[src/rtl/outqueue_pkt_gen.sv]
// outqueue_pkt_gen: pops {tuple, len} entries from the info FIFO and emits one AXI-Stream packet per entry
module outqueue_pkt_gen #(
  parameter int PKT_TUPLE_WIDTH = 104,
  parameter int PKT_LEN_WIDTH   = 16,
  parameter int DATA_WIDTH      = 64,
  parameter int MIN_PKT_LEN     = 16
) (
  input  logic                                     clk,
  input  logic                                     reset,
  input  logic                                     enable,
  input  logic [PKT_TUPLE_WIDTH+PKT_LEN_WIDTH-1:0] fifo_data_in,
  input  logic                                     fifo_empty,
  output logic                                     fifo_rd_en,
  output logic [DATA_WIDTH-1:0]                    m_axis_tdata,
  output logic [DATA_WIDTH/8-1:0]                  m_axis_tkeep,
  output logic                                     m_axis_tvalid,
  input  logic                                     m_axis_tready,
  output logic                                     m_axis_tlast,
  output logic [31:0]                              pkt_cnt,
  output logic                                     busy
);
  typedef enum logic {IDLE, SEND} state_t;
  state_t state, state_nx;
  logic [103:0] tuple;
  logic [12:0]  beat, last_beat, nx_last;
  logic [3:0]   last_bytes, nx_bytes;
  logic [31:0]  seq;
  logic [15:0]  len;
  logic         fire, done;
  // entry decode: clamp length, derive final beat index and bytes in the final beat
  always_comb begin
    len      = fifo_data_in[15:0] < 16'(MIN_PKT_LEN) ? 16'(MIN_PKT_LEN) : fifo_data_in[15:0];
    nx_last  = 13'((({1'b0, len} + 17'd7) >> 3) - 17'd1);
    nx_bytes = len[2:0] == 3'd0 ? 4'd8 : {1'b0, len[2:0]};
  end
  // state register
  always_ff @(posedge clk)
    state <= reset ? IDLE : state_nx;
  // next state: a pop always (re)starts a packet, otherwise stay until the last beat is accepted
  always_comb
    state_nx = fifo_rd_en ? SEND : (state == SEND && !done) ? SEND : IDLE;
  // outputs: beat content is a pure function of latched entry and beat index, so it holds under stall
  always_comb begin
    m_axis_tvalid = state == SEND;
    busy          = m_axis_tvalid;
    m_axis_tlast  = m_axis_tvalid && beat == last_beat;
    fire          = m_axis_tvalid && m_axis_tready;
    done          = fire && m_axis_tlast;
    fifo_rd_en    = !reset && enable && !fifo_empty && (state == IDLE || done);
    m_axis_tkeep  = !m_axis_tvalid ? 8'h00 : m_axis_tlast ? ~(8'hFF >> last_bytes) : 8'hFF;
    m_axis_tdata  = !m_axis_tvalid ? 64'h0 :
                    beat == 13'd0 ? tuple[103:40] :
                    beat == 13'd1 ? {tuple[39:0], 24'h0} : {seq, 19'h0, beat};
  end
  // datapath: latch entry on pop, advance beat on handshake, count completed packets
  always_ff @(posedge clk) begin
    if (reset) begin
      pkt_cnt    <= '0;
      tuple      <= '0;
      beat       <= '0;
      last_beat  <= '0;
      last_bytes <= '0;
      seq        <= '0;
    end else begin
      if (done) pkt_cnt <= pkt_cnt + 32'd1;
      if (fifo_rd_en) begin
        tuple      <= fifo_data_in[119:16];
        last_beat  <= nx_last;
        last_bytes <= nx_bytes;
        seq        <= done ? pkt_cnt + 32'd1 : pkt_cnt;
        beat       <= '0;
      end else if (fire) begin
        beat <= beat + 13'd1;
      end
    end
  end
endmodule

[config.mk]
export PLATFORM = sky130hd
export DESIGN_NAME = outqueue_pkt_gen
export DESIGN_NICKNAME = d
export VERILOG_FILES = /design/src/rtl/outqueue_pkt_gen.sv
export SDC_FILE = /design/constraint.sdc
export NUM_CORES = 1
export LEC_CHECK = 0
export CAP_MARGIN = 25
export CORE_AREA = 10 10 209 211
export DETAILED_ROUTE_END_ITERATION = 8
export DIE_AREA = 0 0 219 221
export GPL_ROUTABILITY_DRIVEN = 0
export HOLD_SLACK_MARGIN = 0.08
export PLACE_DENSITY = 0.51
export SYNTH_ARGS = -nofsm -noshare
export SYNTH_HDL_FRONTEND = slang
export SYNTH_SLANG_ARGS = --single-unit
[constraint.sdc]
create_clock -name clk -period 2.6 [get_ports clk]
set_input_delay 0.65 -clock clk [delete_from_list [all_inputs] [get_ports clk]]
set_output_delay 0.65 -clock clk [all_outputs]
set_load 0.03 [all_outputs]
* Word level (Yosys, flattened, before mapping) *
Cells that the tools add are included.

storage, ports and cells
  flip-flop bits (word level) = 199
  logic and storage cells = 41
  output and inout port bits = 108

operators by class
  shift operators = 1
  add/subtract/negate cells = 4
  reduce and logical (&&, ||, !) cells = 14
  mux-type cells = 10
  $lt $le $gt $ge = 1
  bitwise logic cells = 2
  eq/ne operators = 2

operators by type and width
  operator                 count
  $mux W64                 3
  $add A32 B1 Y32 const B  1
  $mux W32                 1
  $add A16 B3 Y16 const B  1
  $lt A16 B5 Y1 const B    1
  $mux W16                 1
  $mux W8                  2
  $add A13 B1 Y13 const B  1
  $eq A13 B1 Y1 const B    1
  $eq A13 B13 Y1           1
  $logic_not A13 Y1        1
  $sub A13 B1 Y13 const B  1
  $not A8 Y8               1
  $shr A8 B4 Y8 const A    1
  $logic_and A1 B1 Y1      7
  $mux W4                  1
  $logic_not A1 Y1         3
  $logic_not A3 Y1         1
  $mux W1                  2
  $reduce_or A2 Y1         1
  $logic_or A1 B1 Y1       1
  $not A1 Y1               1

* Logic depth before layout (Yosys ltp) *
Gate-level depths: netlist of run 1.

  depth after elaboration = 7
  depth in mapped cells = 10
  gate-level depth less buffers = 9

* Worst setup path after synthesis of run 1 *
No wires, ideal clock.

  path kind = flip-flop to output port
  from = register beat[8]
  to = output m_axis_tdata[26]
  path slack = -0.221 ns
  stages on the path, launching flop included = 9
  buffers on the path = 3
  data required time = 1.950 ns
  arrival = 2.171 ns
  cell sequence = dfxtp_1 buf_4 or4_4 nor4_4 and3_1 buf_2 buf_2 a22oi_1 nor2b_1

on the way
  longest elaborated chain between the ends = 4

ends and longest elaborated chain
  element                 line  source
  start, declared         25    logic [12:0] beat, last_beat, nx_last;
  start signal, assigned  73    beat <= beat + 13'd1;
  $eq A13 B1 Y1           53    beat == 13'd1 ? {tuple[39:0], 24'h0} : {seq, 19'h0, beat};
  $mux W64                53
  $mux W64 *              52    beat == 13'd0 ? tuple[103:40] :
  $mux W64 *              51    m_axis_tdata = !m_axis_tvalid ? 64'h0 :
  end, declared           14    output logic [DATA_WIDTH-1:0] m_axis_tdata,

Every way passes the cells marked *; elsewhere a longest branch is shown, timed or not.

* Worst setup path after layout of run 1 *
  from = register beat[6]
  to = output m_axis_tdata[56]

The elaborated chain is that of the path after synthesis.

==> impl_metrics.json, run 1 <==
{
  "outcome": "complete, but fails checks",
  "violations": "setup timing",
  "setup_violations": 74,
  "reg2reg_to": "seq[31]",
  "antenna_violation_net_count_after_detailed_routing": 0,
  "grt_first_pass_wirelength_mm": 52.81,
  "starting_density": 0.2470,
  "end_kind": "primary output",
  "gr-total-overflow": 0,
  "cp.buffers_inverters": 3,
  "crit_slowest_cell": "sky130_fd_sc_hd__or4_4",
  "floorplan.die.width_um": 219,
  "timing.critical_path.from_type": "flop",
  "clock_sink_count": 199,
  "grt_max_degree": 200,
  "end_point_of_the_most_critical_hold_path": "tuple[9]",
  "synthesis.nets": 1320,
  "clock_latency_late_sink_ps": 450,
  "setup.worst_path.start": "beat[6]",
  "fin_cells": 2009,
  "synth-edff-count": 0,
  "globalRouteTotalUtil": 0.1360,
  "kind_of_critical_path": "flop to primary output",
  "grt_antenna_before_repair": 2,
  "root_buffer": "sky130_fd_sc_hd__clkbuf_16",
  "min-delay-path-class": "flop to flop",
  "drive_gt1_frac": 0.2692,
  "fillerInstances": 4038,
  "yosysWarningCount": 0,
  "ff_latch_count_synth": 199,
  "max-clock-path-buffers": 2,
  "synthFlopType": "sky130_fd_sc_hd__dfxtp_1",
  "io-pin-count": 233,
  "worst_ep_required_time_ps": 1950,
  "r2r_start": "beat[6]",
  "hold_path_start": "tuple[9]",
  "final_slew_violations": 0,
  "flow.area_growth_from_synthesis_pct": 53.95,
  "layout_setup_ws_ps": -689.6,
  "routed_via_density": 4.565,
  "core_region_area_um2": 39460,
  "skew_ps": 11.21,
  "hold_ws_ps": 454.8,
  "crit_top_cell": "sky130_fd_sc_hd__buf_12",
  "max_cap_violations": 0,
  "path_max_fanout": 8,
  "total_power_mw": 7.353,
  "initialDrtViolationCount": 519,
  "layout_min_cycle_time_ps": 3290,
  "synth_top_cells_by_count": "288 x sky130_fd_sc_hd__nand2_1, 199 x sky130_fd_sc_hd__dfxtp_1, 127 x sky130_fd_sc_hd__a21oi_1",
  "cell_count_after_synthesis": 1190,
  "critical_path_arrival_ps": 2640,
  "yosysMostFrequentCell": "sky130_fd_sc_hd__nand2_1",
  "postSynth.asyncResetShare": 0,
  "drcViolationCount": 0,
  "nNetsFinal": 1599,
  "timing.final.crit_share": 1.265,
  "vdd_drop_max_v": 0.0003059,
  "synth_top_area_share": 0.4087,
  "leakage_nw": 5.426,
  "first_pass_iteration_count_of_the_detailed_router": 5,
  "die-area_um2": 48400,
  "ff2ff_path_depth": 11,
  "synthDistinctLibCells": 62,
  "dieHeight_um": 221,
  "clk_transition_reported_paths_ps": 70,
  "synth_sequential_area_ratio": 0.4087,
  "vias": 9171,
  "power_per_cell_area_nw_per_um2": 490.0,
  "core.rowCount": 73,
  "fmax_ghz": 0.3040,
  "tritoncts.num_buffers": 17,
  "finalWirelength_mm": 34.23,
  "netlist_top_cells_area": "sky130_fd_sc_hd__dfxtp_1 41%, sky130_fd_sc_hd__nand2_1 11%, sky130_fd_sc_hd__a21oi_1 6.5%, sky130_fd_sc_hd__xnor2_1 4.7%, sky130_fd_sc_hd__mux2i_1 3.7%",
  "worstPathCellList": "or4_4, nor4_4, nand3_4, buf_12, buf_12, mux2i_1, nand2_1, o211a_4, buf_4",
  "grt_pass1_vias": 9154,
  "place.port_buffers": 232,
  "setup_repair_after_global_routing_missed_its_margin": "yes",
  "multi_input_area_um2": 5943,
  "tightestPinTransition_ps": 1290,
  "critical-path-top-delay-family": "simple AND/OR/NAND/NOR gates",
  "tritoncts": "done",
  "wl_per_cell_um": 17.04,
  "worst-r2r-setup-slack_ps": 40,
  "yosys.area.top_type": "sky130_fd_sc_hd__dfxtp_1",
  "worst_slew_margin_rel": 0.1399,
  "synthesis.area_um2": 9747,
  "final_hold_viol_count": 0,
  "finalSetupTns_ps": -42130,
  "worstHoldPathCells": 2,
  "place.detailed.hpwl_mm": 23.74,
  "layout.area.seq_um2": 3995,
  "synth.avg_cell_area_um2": 8.191,
  "place_inst": 1955,
  "critical_path.max_stage_delay_ps": 540,
  "cts_htree_levels": 4
}
==> area by class of cell <==
type	instances	share of cell area
inverter	9	0.002251
multi-input combinational	885	0.3961
clock buffer	18	0.02927
tap	525	0.04378
clock inverter	14	0.009506
timing repair buffer	357	0.2526
antenna	2	0.0003335
sequential	199	0.2662
==> cell families after synthesis <==
family	Yosys count	synth area share
mux	36	0.03697
buf+inv	106	0.05520
compound gates	232	0.1661
fa+ha+maj	5	0.006418
xor+xnor	67	0.06021
simple gates	545	0.2664
flops	199	0.4087
==> power breakdown <==
group	switching [mW]	total (mW)	leakage (nW)	internal, mW
sequential	0.0878	3.26	1.63	3.18
clock	1.33	2.71	0.282	1.38
combinational	0.712	1.38	3.52	0.671
total	2.13	7.35	5.43	5.23
==> worst register-to-register path, cell delays in order (launching register included) <==
cell and delay (ps):
sky130_fd_sc_hd__dfxtp_2 330, sky130_fd_sc_hd__buf_4 140, sky130_fd_sc_hd__xnor2_2 120, sky130_fd_sc_hd__nand4_1 220
sky130_fd_sc_hd__buf_4 210, sky130_fd_sc_hd__buf_4 120, sky130_fd_sc_hd__buf_4 130, sky130_fd_sc_hd__or4_4 500
sky130_fd_sc_hd__nor4_2 250, sky130_fd_sc_hd__buf_4 170, sky130_fd_sc_hd__xnor2_2 120, sky130_fd_sc_hd__a211oi_2 90
==> timing repair <==
item                                   in CTS  in global routing
endpoints found under the hold margin       0                  0
gates resized for setup                   149                 61
buffers inserted                           11                  6
pin swaps                                  16                 13
gates cloned                                3                  2
setup endpoints to repair                  74                177
hold buffers                                0                  0
==> how the worst max path moves through the flow <==
stage	end	slack, ps	depth (start not counted)
CTS	m_axis_tdata[27]	-720	9
detailed placement	last_beat[12]	-450	10
floorplan	fifo_rd_en	10	5
global placement	last_beat[12]	-370	10
global route	m_axis_tdata[62]	-770	9
finish	m_axis_tdata[56]	-690	9
==> registers in the layout, summed over array words and instances (netlist names) <==
| signal | cells |
|---|---|
| seq | 32 |
| pkt_cnt | 32 |
| beat | 13 |
| last_beat | 13 |
| last_bytes | 4 |
| busy | 1 |
| tuple | 104 |
==> cell usage in the layout (no fill, tap or decap), types with 23 or more instances in the layout <==
cell type                         Yosys  routed
sky130_fd_sc_hd__dfxtp_1            199     192
sky130_fd_sc_hd__a21oi_1            127     116
sky130_fd_sc_hd__nor2_1              88      84
sky130_fd_sc_hd__buf_6               10      57
sky130_fd_sc_hd__nand2_1            288     285
sky130_fd_sc_hd__buf_4                6     106
sky130_fd_sc_hd__mux2i_1             36      34
sky130_fd_sc_hd__nor3_1              27      23
sky130_fd_sc_hd__buf_12               0      31
sky130_fd_sc_hd__o211a_4              0      30
sky130_fd_sc_hd__nand4_1             23      23
sky130_fd_sc_hd__clkdlybuf4s50_1      0     157
sky130_fd_sc_hd__xnor2_1             52      48
==> stage by stage <==
stage	setup slack, ps	area [um^2]	util
2_1_floorplan	11.74	10060	-
3_3_place_gp	-371.2	13520	0.3427
3_5_place_dp	-448.2	13520	0.3427
4_1_cts	-724.7	14610	0.3703
5_1_grt	-772.1	15000	0.3802
6_report	-689.6	15010	0.3803
==> per-layer routing <==
| layer | GRT usage | vias to the layer above | part of all wire |
|---|---|---|---|
| li1 | - | 4651 | - |
| met1 | 0.1710 | 4325 | 0.45 |
| met2 | 0.2266 | 174 | 0.49 |
| met3 | 0.03533 | 21 | 0.050 |
| met4 | 0.03237 | 0 | 0.012 |
| met5 | 0 | - | 0 |
Power figures use the tool's default switching activity.
==> inputs of run 2 (changes only) <==
--- a/config.mk
+++ b/config.mk
@@ -5,7 +5,6 @@
 export SDC_FILE = /design/constraint.sdc
 export NUM_CORES = 1
 export LEC_CHECK = 0
-export CAP_MARGIN = 25
 export CORE_AREA = 10 10 209 211
 export DETAILED_ROUTE_END_ITERATION = 8
 export DIE_AREA = 0 0 219 221
==> results of run 2 <==
No change in the layout: final DEF, timing and power equal those of run 1.
==> inputs of run 3 (changes only) <==
--- a/config.mk
+++ b/config.mk
@@ -6,6 +6,7 @@
 export NUM_CORES = 1
 export LEC_CHECK = 0
 export CORE_AREA = 10 10 209 211
+export CTS_CLUSTER_DIAMETER = 120
 export DETAILED_ROUTE_END_ITERATION = 8
 export DIE_AREA = 0 0 219 221
 export GPL_ROUTABILITY_DRIVEN = 0
==> results of run 3 <==
No change in the layout: final DEF, timing and power equal those of run 1.
